**config.mk**
```make
export PLATFORM = sky130hd
export DESIGN_NAME = ipv4_header_tx
export DESIGN_NICKNAME = d
export VERILOG_FILES = /design/src/rtl/ipv4_pkg.sv /design/src/rtl/ones_comp_acc.sv /design/src/rtl/ipv4_header_tx.sv
export SDC_FILE = /design/constraint.sdc
export NUM_CORES = 1
export LEC_CHECK = 0
export BUFFER_PORTS_ARGS = -buffer_cell sky130_fd_sc_hd__buf_2
export CORE_MARGIN = 2
export CORE_UTILIZATION = 31
export CTS_BUF_LIST = sky130_fd_sc_hd__clkbuf_2
export DETAILED_ROUTE_END_ITERATION = 12
export SETUP_SLACK_MARGIN = 0.4
export SYNTH_ARGS = -nofsm -noshare
export SYNTH_HDL_FRONTEND = slang
export SYNTH_SLANG_ARGS = --single-unit
```
**constraint.sdc**
```tcl
create_clock -name clk -period 14.3 [get_ports clk]
set_input_delay 1.43 -clock clk [delete_from_list [all_inputs] [get_ports clk]]
set_output_delay 1.43 -clock clk [all_outputs]
set_load 0.03 [all_outputs]
```
**src/rtl/ipv4_pkg.sv**
```systemverilog
// Shared constants and types for the IPv4 header transmit path.
package ipv4_pkg;

  localparam int IP_VERSION  = 4;
  localparam int IHL         = 5;
  localparam int HDR_WORDS   = 10;
  localparam int HDR_BITS    = 160;
  localparam int MAX_PAYLOAD = 65515;

  localparam logic [7:0] PROTO_UDP = 8'h11;
  localparam logic [7:0] PROTO_TCP = 8'h06;

  typedef enum logic [1:0] {
    IDLE,
    CALC,
    SEND
  } ipv4_tx_state_t;

endpackage

```
**src/rtl/ones_comp_acc.sv**
```systemverilog
// 16-bit one's-complement accumulator with end-around carry folded on
// every add, so the held sum is always a valid 16-bit partial checksum.
//   clk, rst_n   : clock, async active-low reset
//   clear_i      : zero the accumulator (wins over add_valid_i)
//   add_valid_i  : add word_i this cycle
//   word_i       : 16-bit word to add
//   sum_o        : folded running sum
module ones_comp_acc (
  input  logic        clk,
  input  logic        rst_n,
  input  logic        clear_i,
  input  logic        add_valid_i,
  input  logic [15:0] word_i,
  output logic [15:0] sum_o
);

  logic [15:0] acc_q, acc_d;
  logic [16:0] raw_sum;

  // A carry out of 0xFFFF+0xFFFF leaves at most 0xFFFE in the low half,
  // so adding the carry back in can never overflow again.
  always_comb begin
    raw_sum = {1'b0, acc_q} + {1'b0, word_i};
    acc_d   = acc_q;
    if (clear_i) begin
      acc_d = '0;
    end else if (add_valid_i) begin
      acc_d = raw_sum[15:0] + {15'b0, raw_sum[16]};
    end
  end

  always_ff @(posedge clk or negedge rst_n) begin
    if (!rst_n) acc_q <= '0;
    else        acc_q <= acc_d;
  end

  assign sum_o = acc_q;

endmodule

```
**src/rtl/ipv4_header_tx.sv**
```systemverilog
// IPv4 header serializer. Accepts one header request, sums the header
// words into a checksum, then streams the 20-byte header MSB-first,
// N bits per beat, with backpressure and abort.
//   start_valid/start_ready        : request handshake
//   payload_len/src_ip/dst_ip/protocol : request fields, latched on accept
//   abort                          : flush current header (CALC/SEND)
//   axiov/axiod/axi_ready/axi_last : output beat stream
//   len_err                        : one-cycle pulse on oversize request
//   busy                           : not IDLE
//
// state | meaning
// IDLE  | waiting for a request, start_ready high
// CALC  | cnt 0..8 add one header word each; cnt 9 hands off to SEND
// SEND  | cnt is the beat index; advances on axi_ready
module ipv4_header_tx
  import ipv4_pkg::*;
#(
  parameter int          N       = 2,
  parameter logic [7:0]  TTL     = 8'd64,
  parameter logic [5:0]  DSCP    = 6'd0,
  parameter logic        DF      = 1'b1,
  parameter logic [15:0] ID_INIT = 16'd0
) (
  input  logic          clk,
  input  logic          rst_n,
  input  logic          start_valid,
  output logic          start_ready,
  input  logic [15:0]   payload_len,
  input  logic [31:0]   src_ip,
  input  logic [31:0]   dst_ip,
  input  logic [7:0]    protocol,
  input  logic          abort,
  output logic          axiov,
  output logic [N-1:0]  axiod,
  input  logic          axi_ready,
  output logic          axi_last,
  output logic          len_err,
  output logic          busy
);

  localparam logic [7:0] LAST_BEAT = 8'(HDR_BITS / N - 1);
  localparam logic [7:0] LAST_CALC = 8'd9;

  ipv4_tx_state_t state_q, state_d;
  logic [7:0]  cnt_q, cnt_d;
  logic [15:0] id_q, id_d;
  logic        len_err_q, len_err_d;
  logic [15:0] plen_q;
  logic [31:0] src_q, dst_q;
  logic [7:0]  proto_q;

  logic        accept, len_ok;
  logic        acc_clear, acc_add;
  logic [15:0] acc_word, acc_sum;
  logic [0:HDR_WORDS-1][15:0] w;
  logic [HDR_BITS-1:0] hdr_sh;

  assign accept = start_valid && (state_q == IDLE);
  assign len_ok = payload_len <= 16'(MAX_PAYLOAD);

  // The accumulator is left untouched during SEND, so its inverse is the
  // checksum for the whole header without a separate register.
  always_comb begin
    w    = '0;
    w[0] = {4'(IP_VERSION), 4'(IHL), DSCP, 2'b00};
    w[1] = plen_q + 16'd20;
    w[2] = id_q;
    w[3] = {1'b0, DF, 14'b0};
    w[4] = {TTL, proto_q};
    w[5] = ~acc_sum;
    w[6] = src_q[31:16];
    w[7] = src_q[15:0];
    w[8] = dst_q[31:16];
    w[9] = dst_q[15:0];
  end

  // Checksum word itself is skipped during the sum.
  always_comb begin
    acc_word = w[0];
    case (cnt_q[3:0])
      4'd1:    acc_word = w[1];
      4'd2:    acc_word = w[2];
      4'd3:    acc_word = w[3];
      4'd4:    acc_word = w[4];
      4'd5:    acc_word = w[6];
      4'd6:    acc_word = w[7];
      4'd7:    acc_word = w[8];
      4'd8:    acc_word = w[9];
      default: acc_word = w[0];
    endcase
  end

  assign acc_clear = accept && len_ok;
  assign acc_add   = (state_q == CALC) && (cnt_q != LAST_CALC);

  ones_comp_acc u_acc (
    .clk         (clk),
    .rst_n       (rst_n),
    .clear_i     (acc_clear),
    .add_valid_i (acc_add),
    .word_i      (acc_word),
    .sum_o       (acc_sum)
  );

  always_comb begin
    state_d   = state_q;
    cnt_d     = cnt_q;
    id_d      = id_q;
    len_err_d = 1'b0;
    case (state_q)
      IDLE: begin
        if (accept) begin
          if (len_ok) begin
            state_d = CALC;
            cnt_d   = '0;
          end else begin
            len_err_d = 1'b1;
          end
        end
      end
      CALC: begin
        if (abort) begin
          state_d = IDLE;
        end else if (cnt_q == LAST_CALC) begin
          state_d = SEND;
          cnt_d   = '0;
        end else begin
          cnt_d = cnt_q + 8'd1;
        end
      end
      SEND: begin
        if (abort) begin
          state_d = IDLE;
        end else if (axi_ready) begin
          if (cnt_q == LAST_BEAT) begin
            state_d = IDLE;
            id_d    = id_q + 16'd1;
          end else begin
            cnt_d = cnt_q + 8'd1;
          end
        end
      end
      default: state_d = IDLE;
    endcase
  end

  always_ff @(posedge clk or negedge rst_n) begin
    if (!rst_n) begin
      state_q   <= IDLE;
      cnt_q     <= '0;
      id_q      <= ID_INIT;
      len_err_q <= 1'b0;
      plen_q    <= '0;
      src_q     <= '0;
      dst_q     <= '0;
      proto_q   <= '0;
    end else begin
      state_q   <= state_d;
      cnt_q     <= cnt_d;
      id_q      <= id_d;
      len_err_q <= len_err_d;
      if (accept) begin
        plen_q  <= payload_len;
        src_q   <= src_ip;
        dst_q   <= dst_ip;
        proto_q <= protocol;
      end
    end
  end

  // Beat selection depends only on registered state and count.
  assign hdr_sh      = w << (32'(cnt_q) * N);
  assign axiov       = (state_q == SEND);
  assign axiod       = axiov ? hdr_sh[HDR_BITS-1 -: N] : '0;
  assign axi_last    = axiov && (cnt_q == LAST_BEAT);
  assign start_ready = (state_q == IDLE);
  assign busy        = (state_q != IDLE);
  assign len_err     = len_err_q;

endmodule

```
==> results of run 1 <==
[state kept, by name, indices dropped and copies added (netlist names)]
signal and count:
len_err 1, plen_q 16, state_q 2, u_acc.sum_o 16, src_q 32, dst_q 32, id_q 16, cnt_q 8
proto_q 8
[worst max path at each step]
stage	cells after the start	startpoint	to
after floorplan	24	cnt_q[0]	u_acc.sum_o[14]
after global placement	22	cnt_q[0]	u_acc.sum_o[15]
after detailed placement	22	cnt_q[0]	u_acc.sum_o[15]
after CTS	22	cnt_q[0]	u_acc.sum_o[15]
after global routing	22	cnt_q[0]	u_acc.sum_o[15]
final	22	cnt_q[0]	u_acc.sum_o[15]
[logic make-up after synthesis]
| kind of cell | Yosys count | synth area share |
|---|---|---|
| AND/OR/NAND/NOR | 192 | 0.116 |
| multiplexers | 131 | 0.217 |
| buffers and inverters | 68 | 0.0307 |
| adder cells (fa/ha/maj) | 29 | 0.0441 |
| AO/OA/AOI/OAI | 173 | 0.150 |
| flip-flops | 131 | 0.390 |
| XOR/XNOR | 50 | 0.0521 |
[layout make-up]
cell class              count  area, µm²  area share
inverters                  22       82.6     0.00873
multi-input cells         575       4880       0.516
flip-flops and latches    131       3280       0.347
repair buffers            106        554      0.0586
clock buffers              18       90.1     0.00953
clock inverters            14        141      0.0150
diodes                      1       2.50    0.000265
well taps                 341        427      0.0451
[cells in the final DEF (no fill, tap or decap), drive strengths merged, types with 19 or more instances in the layout]
master  instances
a22oi          19
nand2          45
ha             28
xor2           23
nand3          25
inv            30
mux4           32
buf           106
a21oi          25
o21ai          31
xnor2          27
and3           19
nor2           48
mux2           90
dfrtp         131
[metal layers]
metal | GRT usage | share of wire | vias up
li1 | - | - | 3116
met1 | 0.246 | 0.46 | 3323
met2 | 0.251 | 0.43 | 321
met3 | 0.0386 | 0.073 | 53
met4 | 0.0693 | 0.033 | 0
met5 | 0 | 0 | -
[where the power goes]
part	internal, W	switching (W)	leakage (nW)
Clock	0.0000692	0.000163	0.137
Combinational	0.000419	0.000444	2.22
Sequential	0.000521	0.000196	1.60
Total	0.00101	0.000803	3.96
[per-stage QoR]
step	util	setup WS (ns)	total power [W]
6_report	0.353	8.06	0.00181
5_1_grt	0.353	7.45	0.00193
4_1_cts	0.353	8.10	0.00181
3_5_place_dp	0.344	8.16	0.00158
3_3_place_gp	0.344	8.36	0.00157
2_1_floorplan	-	8.54	0.00130
==> metrics.csv, run 1 <==
stage,metric,value,unit
sta,Final TNS setup,0,ns
cells_and_area,Layout area overhead,12.6,%
sta,final setup fails,0,
detailed_routing,Starting DRT DRC Count,713,
critical_path,"Req. time, crit path",14.95,ns
place,I/O Buffers,99,
pwr,worst vdd ir,81.5,µV
sta,min cycle time layout,6.24,ns
detailed_routing,DR WL/cell,20.3,µm
sta,final hold slack,0.539,ns
cts,clock transition at the registers of the reported paths,0.23,ns
floorplanning,Die X,169,µm
cts,# Post-CTS Setup Buffers,0,
cts,Hold Buf Count CTS,0,
sta,Final Hold Fails,0,
detailed_routing,drt pass-1 iters,10,
synthesis,synthesized area,8400,µm²
floorplanning,Die H,169,µm
cts,root buffer cell,clkbuf_2,
synthesis,Synth Instances,774,
sta,unrepaired setup endpoints after global routing,false,
synthesis,"flops & latches, synth",131,
synthesis,top post-synthesis cells by area,"dfrtp_1, mux2_2, mux4_2",
detailed_routing,DR DRC count,0,
sta,Slew headroom,0.352,
cts,Inserted Clock Buffers,17,
critical_path,Worst R2R Setup Slack,8.06,ns
global_routing,first-pass GRT wire length,37.5,mm
synthesis,Ys Warns,0,
sta,f_max,0.160,GHz
place,DPL Wire Length,18.8,mm
synthesis,Synth top cells by count,"dfrtp_1, mux2_2, nor2_1, nand2_1, clkbuf_1",
synthesis,top_reg_cell synth,dfrtp_1,
hold_path,worst hold endpoint,id_q[15],
critical_path,crit end category,flop,
hold_path,Worst Hold Depth,1,
global_routing,GRT Total Usage,0.172,
status,status,finished clean,
detailed_routing,final WL,24.5,mm
cts,Sink Count,131,
sta,fin. max-slew vios,0,
global_routing,global route overflow,0,
floorplanning,die area,28400,µm²
cts,clk_lat worst skew,0.74,ns
pwr,Cell Pwr Density,192,nW/µm²
sta,Worst-Margin Slew,0.964,ns
synthesis,Post-Syn Nets,896,
detailed_routing,via count,6813,
place,GP Congestion,0.931,
critical_path,WP buf/inv,2,
floorplanning,num rows,60,
cts,Clock Path Buffers,2,
floorplanning,Placeable Area,26800,µm²
critical_path,CP dominant cell by count,ha_1,
critical_path,reg2reg end,u_acc.sum_o[15],
global_routing,antenna violations before repair,1,
cells_and_area,ratio of cells with drive above 1 in the final layout,0.319,
critical_path,crit-path max cell delay,0.55,ns
global_routing,largest net degree at the start of global routing,72,
floorplanning,Initial Util,0.313,
sta,Final Skew,0.0416,ns
critical_path,family with the most delay on the worst path,compound AO/OA/AOI/OAI gates,
critical_path,Crit Path Max Fanout,47,
run,MaxCap Viol Count,0,
critical_path,CP cell instances,buf_4 -> inv_1 -> ha_1 -> and3_1 -> a22oi_1 -> nand2_1 -> a221oi_1 -> o21ai_0 -> ha_1 -> o211ai_1 -> a21boi_0 -> a31oi_1 -> o21ai_0 -> a21o_1 -> a21o_1 -> ha_1 -> nand3_1 -> nor3_2 -> nand2b_1 -> or4_4 -> o311a_1 -> nor4_1,
pwr,Leak Pwr,3.96,nW
critical_path,Setup crit start kind,flop,
synthesis,Synth area leader,dfrtp_1,
cells_and_area,final std cells w/o fill,1208,
synthesis,syn avg cell area,10.9,µm²
synthesis,Post-synth EDFFs,0,
synthesis,Yosys top cell area share,0.390,
cells_and_area,fillers,2649,
critical_path,CP max stage cell,buf_4,
cells_and_area,nets,975,
synthesis,most numerous cell in the Yosys netlist,dfrtp_1,
detailed_routing,post-route ant nets,0,
cells_and_area,Final Cell Area,9460,µm²
critical_path,critical path class,reg -> reg,
hold_path,Hold WC Path Type,reg -> reg,
critical_path,FF-to-FF Start,cnt_q[0],
synthesis,sequential element share of the synthesized area,0.390,
critical_path,worst r2r path cells,22,
critical_path,critical path arrival,6.89,ns
synthesis,Async SR Flop Fraction,1.00,
floorplanning,io pins,100,
place,placed cell area,9220,µm²
cts,CTS tree,built,
global_routing,number of global-route vias before repair,6422,
detailed_routing,Via density,5.64,
cts,CTS resizes,0,
place,placed cell count,1175,
synthesis,post-synthesis cell type count,69,
hold_path,hold wc startpoint,id_q[15],
sta,fin crit share,0.436,
cts,CTS H-tree depth,4,
Power figures use the tool's default switching activity.
==> inputs of run 2 (changes only) <==
- clock period: 14.3 -> 5.1 ns (I/O delays scaled with it)
==> metrics.csv, run 2 (synthesis gave the netlist of run 1 again) <==
stage,metric,value,unit
sta,Slew headroom,0.169,
cells_and_area,"commonest cells after routing, fill and taps aside","dfrtp_1, buf_2, dlygate4sd3_1",
critical_path,Crit Path Max Fanout,9,
sta,Final Skew,0.0340,ns
sta,setup ws final,0.569,ns
cells_and_area,nets,1107,
detailed_routing,via count,7375,
cts,clock transition at the registers of the reported paths,0.24,ns
detailed_routing,final WL,26.5,mm
detailed_routing,Via density,5.51,
status,status,finished clean,
global_routing,largest net degree at the start of global routing,88,
critical_path,critical path endpoint,u_acc.sum_o[15],
global_routing,GRT Total Usage,0.186,
floorplanning,Die X,169,µm
cts,CTS H-tree depth,4,
critical_path,crit end category,flop,
place,pre-CTS setup slack,0.266,ns
critical_path,critical path arrival,5.19,ns
critical_path,"Req. time, crit path",5.76,ns
cts,clk_lat worst skew,0.75,ns
place,placed cell count,1195,
detailed_routing,Starting DRT DRC Count,922,
global_routing,global route overflow,0,
critical_path,critical path class,reg -> reg,
cells_and_area,ratio of cells with drive above 1 in the final layout,0.346,
cts,Inserted Clock Buffers,17,
floorplanning,Placeable Area,26800,µm²
hold_path,Hold WC Path Type,in -> reg,
sta,fin. max-slew vios,0,
sta,Final TNS setup,0,ns
global_routing,first-pass GRT wire length,41.1,mm
place,I/O Buffers,99,
cells_and_area,Antenna Cells,0,
cells_and_area,"commonest non-fill, non-tap cell in the layout",dfrtp_1,
detailed_routing,drt pass-1 iters,5,
place,GP Congestion,0.962,
floorplanning,die area,28400,µm²
sta,Worst-Margin Slew,1.24,ns
sta,min cycle time layout,4.53,ns
detailed_routing,DR DRC count,0,
pwr,Leak Pwr,4.54,nW
critical_path,Setup crit start kind,flop,
global_routing,antenna violations before repair,0,
run,MaxCap Viol Count,0,
critical_path,crit path from,cnt_q[0],
detailed_routing,DR WL/cell,19.8,µm
pwr,worst vdd ir,243,µV
cells_and_area,biggest regs,"dst_q: 32 flops, src_q: 32 flops",
cts,Clock Path Buffers,2,
detailed_routing,post-route ant nets,0,
global_routing,number of global-route vias before repair,7168,
critical_path,reg2reg end,u_acc.sum_o[15],
sta,fin crit share,0.888,
cts,CTS tree,built,
cells_and_area,fin util,0.405,
critical_path,FF-to-FF Start,cnt_q[0],
sta,final setup fails,0,
floorplanning,num rows,60,
pwr,Cell Pwr Density,494,nW/µm²
cells_and_area,final std cells w/o fill,1339,
critical_path,Worst R2R Setup Slack,0.57,ns
cells_and_area,Layout area overhead,29.2,%
sta,f_max,0.221,GHz
place,DPL Wire Length,19.1,mm
critical_path,worst r2r path cells,18,
cts,root buffer cell,clkbuf_2,
cts,Sink Count,131,
floorplanning,Die H,169,µm
sta,Final Hold Fails,0,
sta,unrepaired setup endpoints after global routing,true,
floorplanning,io pins,100,
floorplanning,Initial Util,0.313,
[run 2: critical path, stage by stage, from the launching register on]
cell and delay, ns:
dfrtp_2 0.54, ha_1 0.24, and3_4 0.22, buf_4 0.18, a222oi_1 0.35, o211ai_1 0.20, ha_2 0.43, and3_1 0.23
a31oi_2 0.14, o21ai_2 0.18, a21o_1 0.13, a21o_1 0.14, ha_4 0.16, nand3_4 0.10, nor3_4 0.16, nand2b_1 0.11
or4_4 0.46, o311a_1 0.33, nor4_2 0.13
[run 2: layer usage]
| metal | track usage | share of wire |
|---|---|---|
| met5 | 0 | 0 |
| met4 | 0.0454 | 0.016 |
| met3 | 0.0348 | 0.064 |
| met2 | 0.299 | 0.47 |
| met1 | 0.261 | 0.45 |
[run 2: worst min path at each step]
stage	startpoint	to	slack, ns	cells after the start
6_report	axi_ready	state_q[0]	0.20	5
5_1_grt	axi_ready	state_q[0]	0.21	5
4_1_cts	payload_len[3]	plen_q[3]	0.001	2
3_5_place_dp	plen_q[1]	plen_q[1]	0.50	1
3_3_place_gp	id_q[15]	id_q[15]	0.49	1
2_1_floorplan	rst_n	cnt_q[0]	0.21	0
[run 2: cell type report]
class	count	area (µm²)
fill	2545	15900
multi-input combinational	575	5050
sequential	131	3280
timing repair buffer	237	1770
tap	341	427
clock inverter	15	146
inverter	22	93.8
clock buffer	17	85.1
timing repair inverter	1	5.00
[run 2: repair_timing]
action                                  CTS  global route
setup buffers                             8            12
endpoints found under the setup margin    5            10
cloned                                    0             1
hold endpoints to repair                171             5
pin swaps                                 9            18
gates resized for setup                   5            19
hold buffers                             86             5
[run 2: metrics by stage]
stage	hold WS [ns]	total power, W	cell area, µm²
5_1_grt	0.213	0.00568	10900
3_3_place_gp	0.486	0.00449	9470
4_1_cts	0.00102	0.00527	10600
2_1_floorplan	0.214	0.00371	8590
6_report	0.203	0.00536	10900
3_5_place_dp	0.503	0.00450	9470
[run 2: power by group]
group	total, W	internal (W)	switching (W)
registers	0.00199	0.00146	0.000534
clock network	0.000650	0.000192	0.000458
logic	0.00272	0.00137	0.00135
